## src/rtl/hazard_ctrl.sv

```systemverilog
// hazard_ctrl: forwarding selects, load-use/branch hazard stalls and mult/div EX sequencing
// for the 5-stage core.
module hazard_ctrl #(
    parameter int MD_LATENCY = 32,
    parameter int CNT_W      = 6
) (
    input  logic       clk,
    input  logic       rst,
    input  logic [4:0] rsD,
    input  logic [4:0] rtD,
    input  logic [4:0] rsE,
    input  logic [4:0] rtE,
    input  logic [4:0] writeRegAddrE,
    input  logic [4:0] writeRegAddrM,
    input  logic [4:0] writeRegAddrW,
    input  logic       regWriteE,
    input  logic       regWriteM,
    input  logic       regWriteW,
    input  logic       memToRegE,
    input  logic       memToRegM,
    input  logic       branchD,
    input  logic       branchTakenD,
    input  logic       mdStartE,
    output logic [1:0] forwardAE,
    output logic [1:0] forwardBE,
    output logic       forwardAD,
    output logic       forwardBD,
    output logic       stallF,
    output logic       stallD,
    output logic       stallE,
    output logic       flushD,
    output logic       flushE,
    output logic       flushM,
    output logic       mdBusy,
    output logic       mdDone
);
    typedef enum logic [1:0] {IDLE, RUN, DONE} md_state_t;

    md_state_t        state;
    logic [CNT_W-1:0] cnt;
    logic             md_stall;
    logic             lw_stall;
    logic             br_stall;
    logic             hz_stall;

    // A writer only matches when it writes a nonzero register equal to r.
    function automatic logic hit(input logic we, input logic [4:0] wa, input logic [4:0] r);
        return we && wa != 5'd0 && wa == r;
    endfunction

    always_comb begin
        forwardAE = hit(regWriteM, writeRegAddrM, rsE) ? 2'b01 :
                    hit(regWriteW, writeRegAddrW, rsE) ? 2'b10 : 2'b00;
        forwardBE = hit(regWriteM, writeRegAddrM, rtE) ? 2'b01 :
                    hit(regWriteW, writeRegAddrW, rtE) ? 2'b10 : 2'b00;
        forwardAD = hit(regWriteM, writeRegAddrM, rsD);
        forwardBD = hit(regWriteM, writeRegAddrM, rtD);
        lw_stall  = memToRegE && (hit(regWriteE, writeRegAddrE, rsD) || hit(regWriteE, writeRegAddrE, rtD));
        br_stall  = branchD && (hit(regWriteE, writeRegAddrE, rsD) || hit(regWriteE, writeRegAddrE, rtD) ||
                                hit(memToRegM, writeRegAddrM, rsD) || hit(memToRegM, writeRegAddrM, rtD));
        hz_stall  = lw_stall || br_stall;
        // Gated by rst so a held mdStartE cannot re-raise the stall while reset is asserted.
        md_stall  = !rst && ((state == IDLE && mdStartE) || state == RUN);
        mdBusy    = md_stall;
        mdDone    = state == DONE;
        stallF    = md_stall || hz_stall;
        stallD    = md_stall || hz_stall;
        stallE    = md_stall;
        flushM    = md_stall;
        flushE    = !md_stall && hz_stall;
        flushD    = !md_stall && !hz_stall && branchTakenD;
    end

    always_ff @(posedge clk or posedge rst) begin
        if (rst) begin
            state <= IDLE;
            cnt   <= '0;
        end else begin
            state <= state == IDLE ? (mdStartE ? RUN : IDLE) :
                     state == RUN  ? (cnt == CNT_W'(1) ? DONE : RUN) : IDLE;
            cnt   <= (state == IDLE && mdStartE) ? CNT_W'(MD_LATENCY - 1) :
                     state == RUN ? cnt - CNT_W'(1) : cnt;
        end
    end
endmodule

```

## config.mk

```make
export PLATFORM = sky130hd
export DESIGN_NAME = hazard_ctrl
export DESIGN_NICKNAME = d
export VERILOG_FILES = /design/src/rtl/hazard_ctrl.sv
export SDC_FILE = /design/constraint.sdc
export NUM_CORES = 1
export LEC_CHECK = 0
export ABC_AREA = 1
export CAP_MARGIN = 15
export CELL_PAD_IN_SITES_DETAIL_PLACEMENT = 1
export CELL_PAD_IN_SITES_GLOBAL_PLACEMENT = 1
export CORE_UTILIZATION = 29
export DETAILED_ROUTE_END_ITERATION = 10
export GPL_ROUTABILITY_DRIVEN = 0
export PLACE_DENSITY = 0.82
export SYNTH_ARGS = -nofsm -noshare
export SYNTH_HDL_FRONTEND = slang
export SYNTH_SLANG_ARGS = --single-unit
```

## constraint.sdc

```tcl
create_clock -name clk -period 4.37 [get_ports clk]
set_clock_uncertainty 0.2 [all_clocks]
set_input_delay 0.874 -clock clk [delete_from_list [all_inputs] [get_ports clk]]
set_output_delay 0.874 -clock clk [all_outputs]
set_load 0.05 [all_outputs]
```

Word-level counts from Yosys, hierarchy flattened
Cells that the tools add are included.
W data, S select, Z words.
- add/sub/neg operators: 1
- equal/unequal tests: 11
- muxes and demuxes: 10
- reductions and logical operators: 35
- operators by type and width (kind ; count):
    $eq A5 B5 Y1 ; 8
    $logic_and A1 B1 Y1 ; 21
    $reduce_bool A5 Y1 ; 3
    $mux W2 ; 7
    $mux W6 ; 2
    $eq A6 B1 Y1 const B ; 1
    $logic_or A1 B1 Y1 ; 6
    $sub A6 B1 Y6 const B ; 1
    $logic_not A1 Y1 ; 3
    $eq A2 B1 Y1 const B ; 1
    $eq A2 B2 Y1 const B ; 1
    $logic_not A2 Y1 ; 1
    $reduce_bool A2 Y1 ; 1
    $mux W1 ; 1
- flip-flop bits (word level): 8
- output and inout port bits: 14

Longest topological paths before layout
Gate-level depths: netlist (run 1).
- depth in word-level cells: 11
- gate-level depth with buffers: 10

Worst setup path after synthesis (run 1)
No wires, ideal clock.
- kind: input-to-output
- start: input writeRegAddrM[3]
- end: output flushD
- arrival: 2.460 ns
- slack: 0.836 ns
- stages: 10
- path buffers: 1
- cell sequence: buf_4 inv_2 nand2_1 nand2_1 nor2_2 nand3_1 nand2_2 nand2_2 nand3_2 nor2_1
- longest elaborated chain between the ends: 10
- RTL lines (what ; RTL line ; source):
    start: declaration ; 14 ; input logic [4:0] writeRegAddrM,
    $reduce_bool A5 Y1 ; 48 ; return we && wa != 5'd0 && wa == r;
    $logic_and A1 B1 Y1 (2 in series) ; 48 ;
    $logic_or A1 B1 Y1 ; 59 ; br_stall = branchD && (hit(regWriteE, writeRegAddrE, rsD) || hit(regWriteE, writeRegAddrE, rtD) ||
    $logic_or A1 B1 Y1 * ; 60 ; hit(memToRegM, writeRegAddrM, rsD) || hit(memToRegM, writeRegAddrM, rtD));
    $logic_and A1 B1 Y1 * ; 59 ;
    $logic_or A1 B1 Y1 * ; 61 ; hz_stall = lw_stall || br_stall;
    $logic_not A1 Y1 * ; 71 ; flushD = !md_stall && !hz_stall && branchTakenD;
    $logic_and A1 B1 Y1 * (2 in series) ; 71 ;
    end: declaration ; 31 ; output logic flushD,
Mark *: on every way between the ends. The rest lies on a longest branch, timed or not.

Final worst setup path (run 1)
- start: input writeRegAddrM[0]
- end: output forwardAE[0]
- longest elaborated chain between the ends: 4
- RTL lines (what ; RTL line ; source):
    $reduce_bool A5 Y1 ; 48 ;
    $logic_and A1 B1 Y1 ; 48 ;
    $logic_and A1 B1 Y1 * ; 48 ;
    $mux W2 * ; 52 ; forwardAE = hit(regWriteM, writeRegAddrM, rsE) ? 2'b01 :
    end: declaration ; 24 ; output logic [1:0] forwardAE,
Marks and branches as above.

==> results.md, run 1 <==
* Yosys warnings at 0
* Max Root-Sink Buffers at 2
* Min-delay worst type: flop to flop
* DRT Wirelength at 3510 µm
* Final worst-path cycle share at 0.916
* Rows at 23
* Final Instance Area at 1840 µm²
* CP startpoint kind: input port
* Clk slew on worst S/H paths at 0.04 ns
* Maximum vdd drop at 0.0000979 V
* Inserted Clock Buffers at 3
* Synthesized area at 1220 µm²
* Avg Cell Area, Syn at 6.24 µm²
* Final setup viols at 0
* Status: finished, violations left
* Antenna diodes at 0
* Die W at 66.8 µm
* Worst path arrival time at 2.93 ns
* DRC Markers at 2
* Area grow syn2layout at 51.1%
* Worst-Margin Slew at 0.516 ns
* Wire length per cell at 11.7 µm
* Setup TNS Final at 0 ns
* Power per cell area at 279 nW/µm²
* Max-Cap Viols at 0
* Postcts setup bufs at 0
* Leading area contributor after synthesis: dfrtp_1
* Area post-placement at 1800 µm²
* Top-area cell type share of the netlist area at 0.165
* H-tree levels at 1
* DP HPWL at 3170 µm
* Rel. slew slack at 0.655
* Syn Nets at 242
* Worst Setup SP: writeRegAddrM[0]
* Top Ports at 59
* Clock Sinks at 8
* Pre-Repair DR Iteration Count at 7
* Port bufs at 58
* R2R Path Start: state[1]
* Drt initial violations at 73
* CP required at 3.30 ns
* Largest net degree at the start of global routing at 10
* Hold Crit Start: cnt[1]
* Post-CTS Hold Buffers at 0
* Routed Antenna Nets at 0
* CP Max Fanout at 7
* Synth Instances at 195
* Core Area at 4000 µm²
* Fmax at 250 MHz
* Die area at 4460 µm²
* Post-CTS sizing at 0
* Via count at 1327
* Via density at 4.42
* Register area at 200 µm²
* First-pass GRT wire length at 5910 µm
* Overall Global Routing Usage at 0.174
* Endpoints failing hold at 0
* CTS root buffer: clkbuf_8
* Setup CP Type: input port to output pin
* Multi-input logic area at 817 µm²
* Minimum clock period at 4.00 ns
* Area contributors post-synth: dfrtp_1 (16%), nand2_1 (15%), inv_1 (10%)
* Nets at 299
* Initial Util at 0.304
* Die Ht at 66.8 µm
* Worst skew pair latency at 0.23 ns
* RSZ-0062 raised after global routing: no
* Sequential element share of the synthesized area at 0.165
* Unique cell type count in the Yosys netlist at 27
* Static leakage at 0.908 nW
* Max-slew violations at 0
* TritonCTS clock tree: built
* Register bit count reported by yosys at 8
* Setup crit end kind: output pin
* Vias in the first global route at 1329
* # fillers at 531
* Violated checks: DRC
* GRT overflow at 0
* Initial antenna violation count at 0
* Share of layout cells above drive strength 1 at 0.112
[cell usage in the layout (no fill, tap or decap), drive strengths merged]
| cell | Yosys | layout |
|---|---|---|
| buf | 7 | 5 |
| clkdlybuf4s50 | 0 | 54 |
| xor2 | 10 | 10 |
| nor4 | 2 | 2 |
| nor3 | 2 | 2 |
| nand3 | 14 | 14 |
| clkbuf | 0 | 3 |
| nand3b | 1 | 1 |
| ha | 2 | 2 |
| inv | 37 | 37 |
| o21ai | 10 | 10 |
| xnor2 | 14 | 14 |
| o21bai | 1 | 1 |
| nor2 | 27 | 27 |
| dfrtp | 8 | 8 |
| or2 | 1 | 1 |
| nand2 | 52 | 52 |
| a21oi | 3 | 3 |
| nand4 | 4 | 4 |
[final cells by class]
cell class | count | share of cell area
inverter | 37 | 0.0756
multi-input combinational | 143 | 0.445
sequential | 8 | 0.109
clock buffer | 3 | 0.0225
timing repair buffer | 59 | 0.314
tap | 50 | 0.0340
[per-stage QoR]
stage | std cells | total power, W | hold WS, ns | setup slack [ns] | util
after detailed placement | 297 | 0.000426 | 0.323 | 0.354 | 0.449
after global routing | 300 | 0.000559 | 0.370 | 0.238 | 0.459
after global placement | 297 | 0.000417 | 0.313 | 0.367 | 0.449
after CTS | 300 | 0.000520 | 0.332 | 0.345 | 0.459
final | 300 | 0.000512 | 0.324 | 0.369 | 0.459
after floorplan | 195 | 0.000326 | 0.287 | 0.836 | -
[registers in the layout (all words and copies together) (netlist names)]
signal and flops:
cnt 6, state 2
[synth_stat cells, drive strengths merged]
cell / number
nand3: 14
nand3b: 1
o21bai: 1
nand4: 4
xnor2: 14
nor3: 2
or2: 1
ha: 2
o21ai: 10
a21oi: 3
dfrtp: 8
inv: 37
buf: 7
nand2: 52
nor2: 27
xor2: 10
nor4: 2
[layer usage]
layer,track usage,vias up,wire (µm),part of all wire
li1,-,700,-,-
met5,0,-,0,0
met2,0.278,27,1640,0.47
met3,0.0240,2,99,0.028
met1,0.242,598,1740,0.50
met4,0.0426,0,27,0.0077
[report_power, final]
part           total [W]  switching [W]  internal (W)
Clock          0.0000879      0.0000283     0.0000596
Sequential      0.000130      0.0000239      0.000106
Combinational   0.000294       0.000173      0.000121
[logic make-up (layout without fill, tap and decap cells)]
group	Yosys count	in the layout	synth area share
and+or+nand+nor	103	103	0.413
buffers and inverters	44	99	0.164
xor gates and xnor gates	24	24	0.173
AOI/OAI and AO/OA	14	14	0.0658
DFF	8	8	0.165
adders and majority gates	2	2	0.0206
[critical path: stages]
cell and delay (ns):
clkdlybuf4s50_1 0.64, nor2_2 0.09, nand4_2 0.10, nand2_2 0.12, nor4_4 0.25, clkdlybuf4s50_1 0.85
[final timing paths]
check	endpoint	slack (ns)	depth (start not counted)
min in group asynchronous	cnt[1]	0.72	3
max in group asynchronous	cnt[3]	3.11	3
worst max register to register	cnt[5]	2.99	7
worst max-delay path	forwardAE[0]	0.37	6
worst min register to register	cnt[1]	0.32	2
worst min-delay path	cnt[1]	0.32	2
No activity file was read; power rests on OpenSTA's default activity.
==> inputs of run 2 (changes only) <==
--- a/config.mk
+++ b/config.mk
@@ -13,6 +13,7 @@
 export DETAILED_ROUTE_END_ITERATION = 10
 export GPL_ROUTABILITY_DRIVEN = 0
 export PLACE_DENSITY = 0.82
+export SKIP_CTS_REPAIR_TIMING = 1
 export SYNTH_ARGS = -nofsm -noshare
 export SYNTH_HDL_FRONTEND = slang
 export SYNTH_SLANG_ARGS = --single-unit
==> results of run 2 <==
Same layout as run 1: the final DEF is identical, and so are final timing and power.
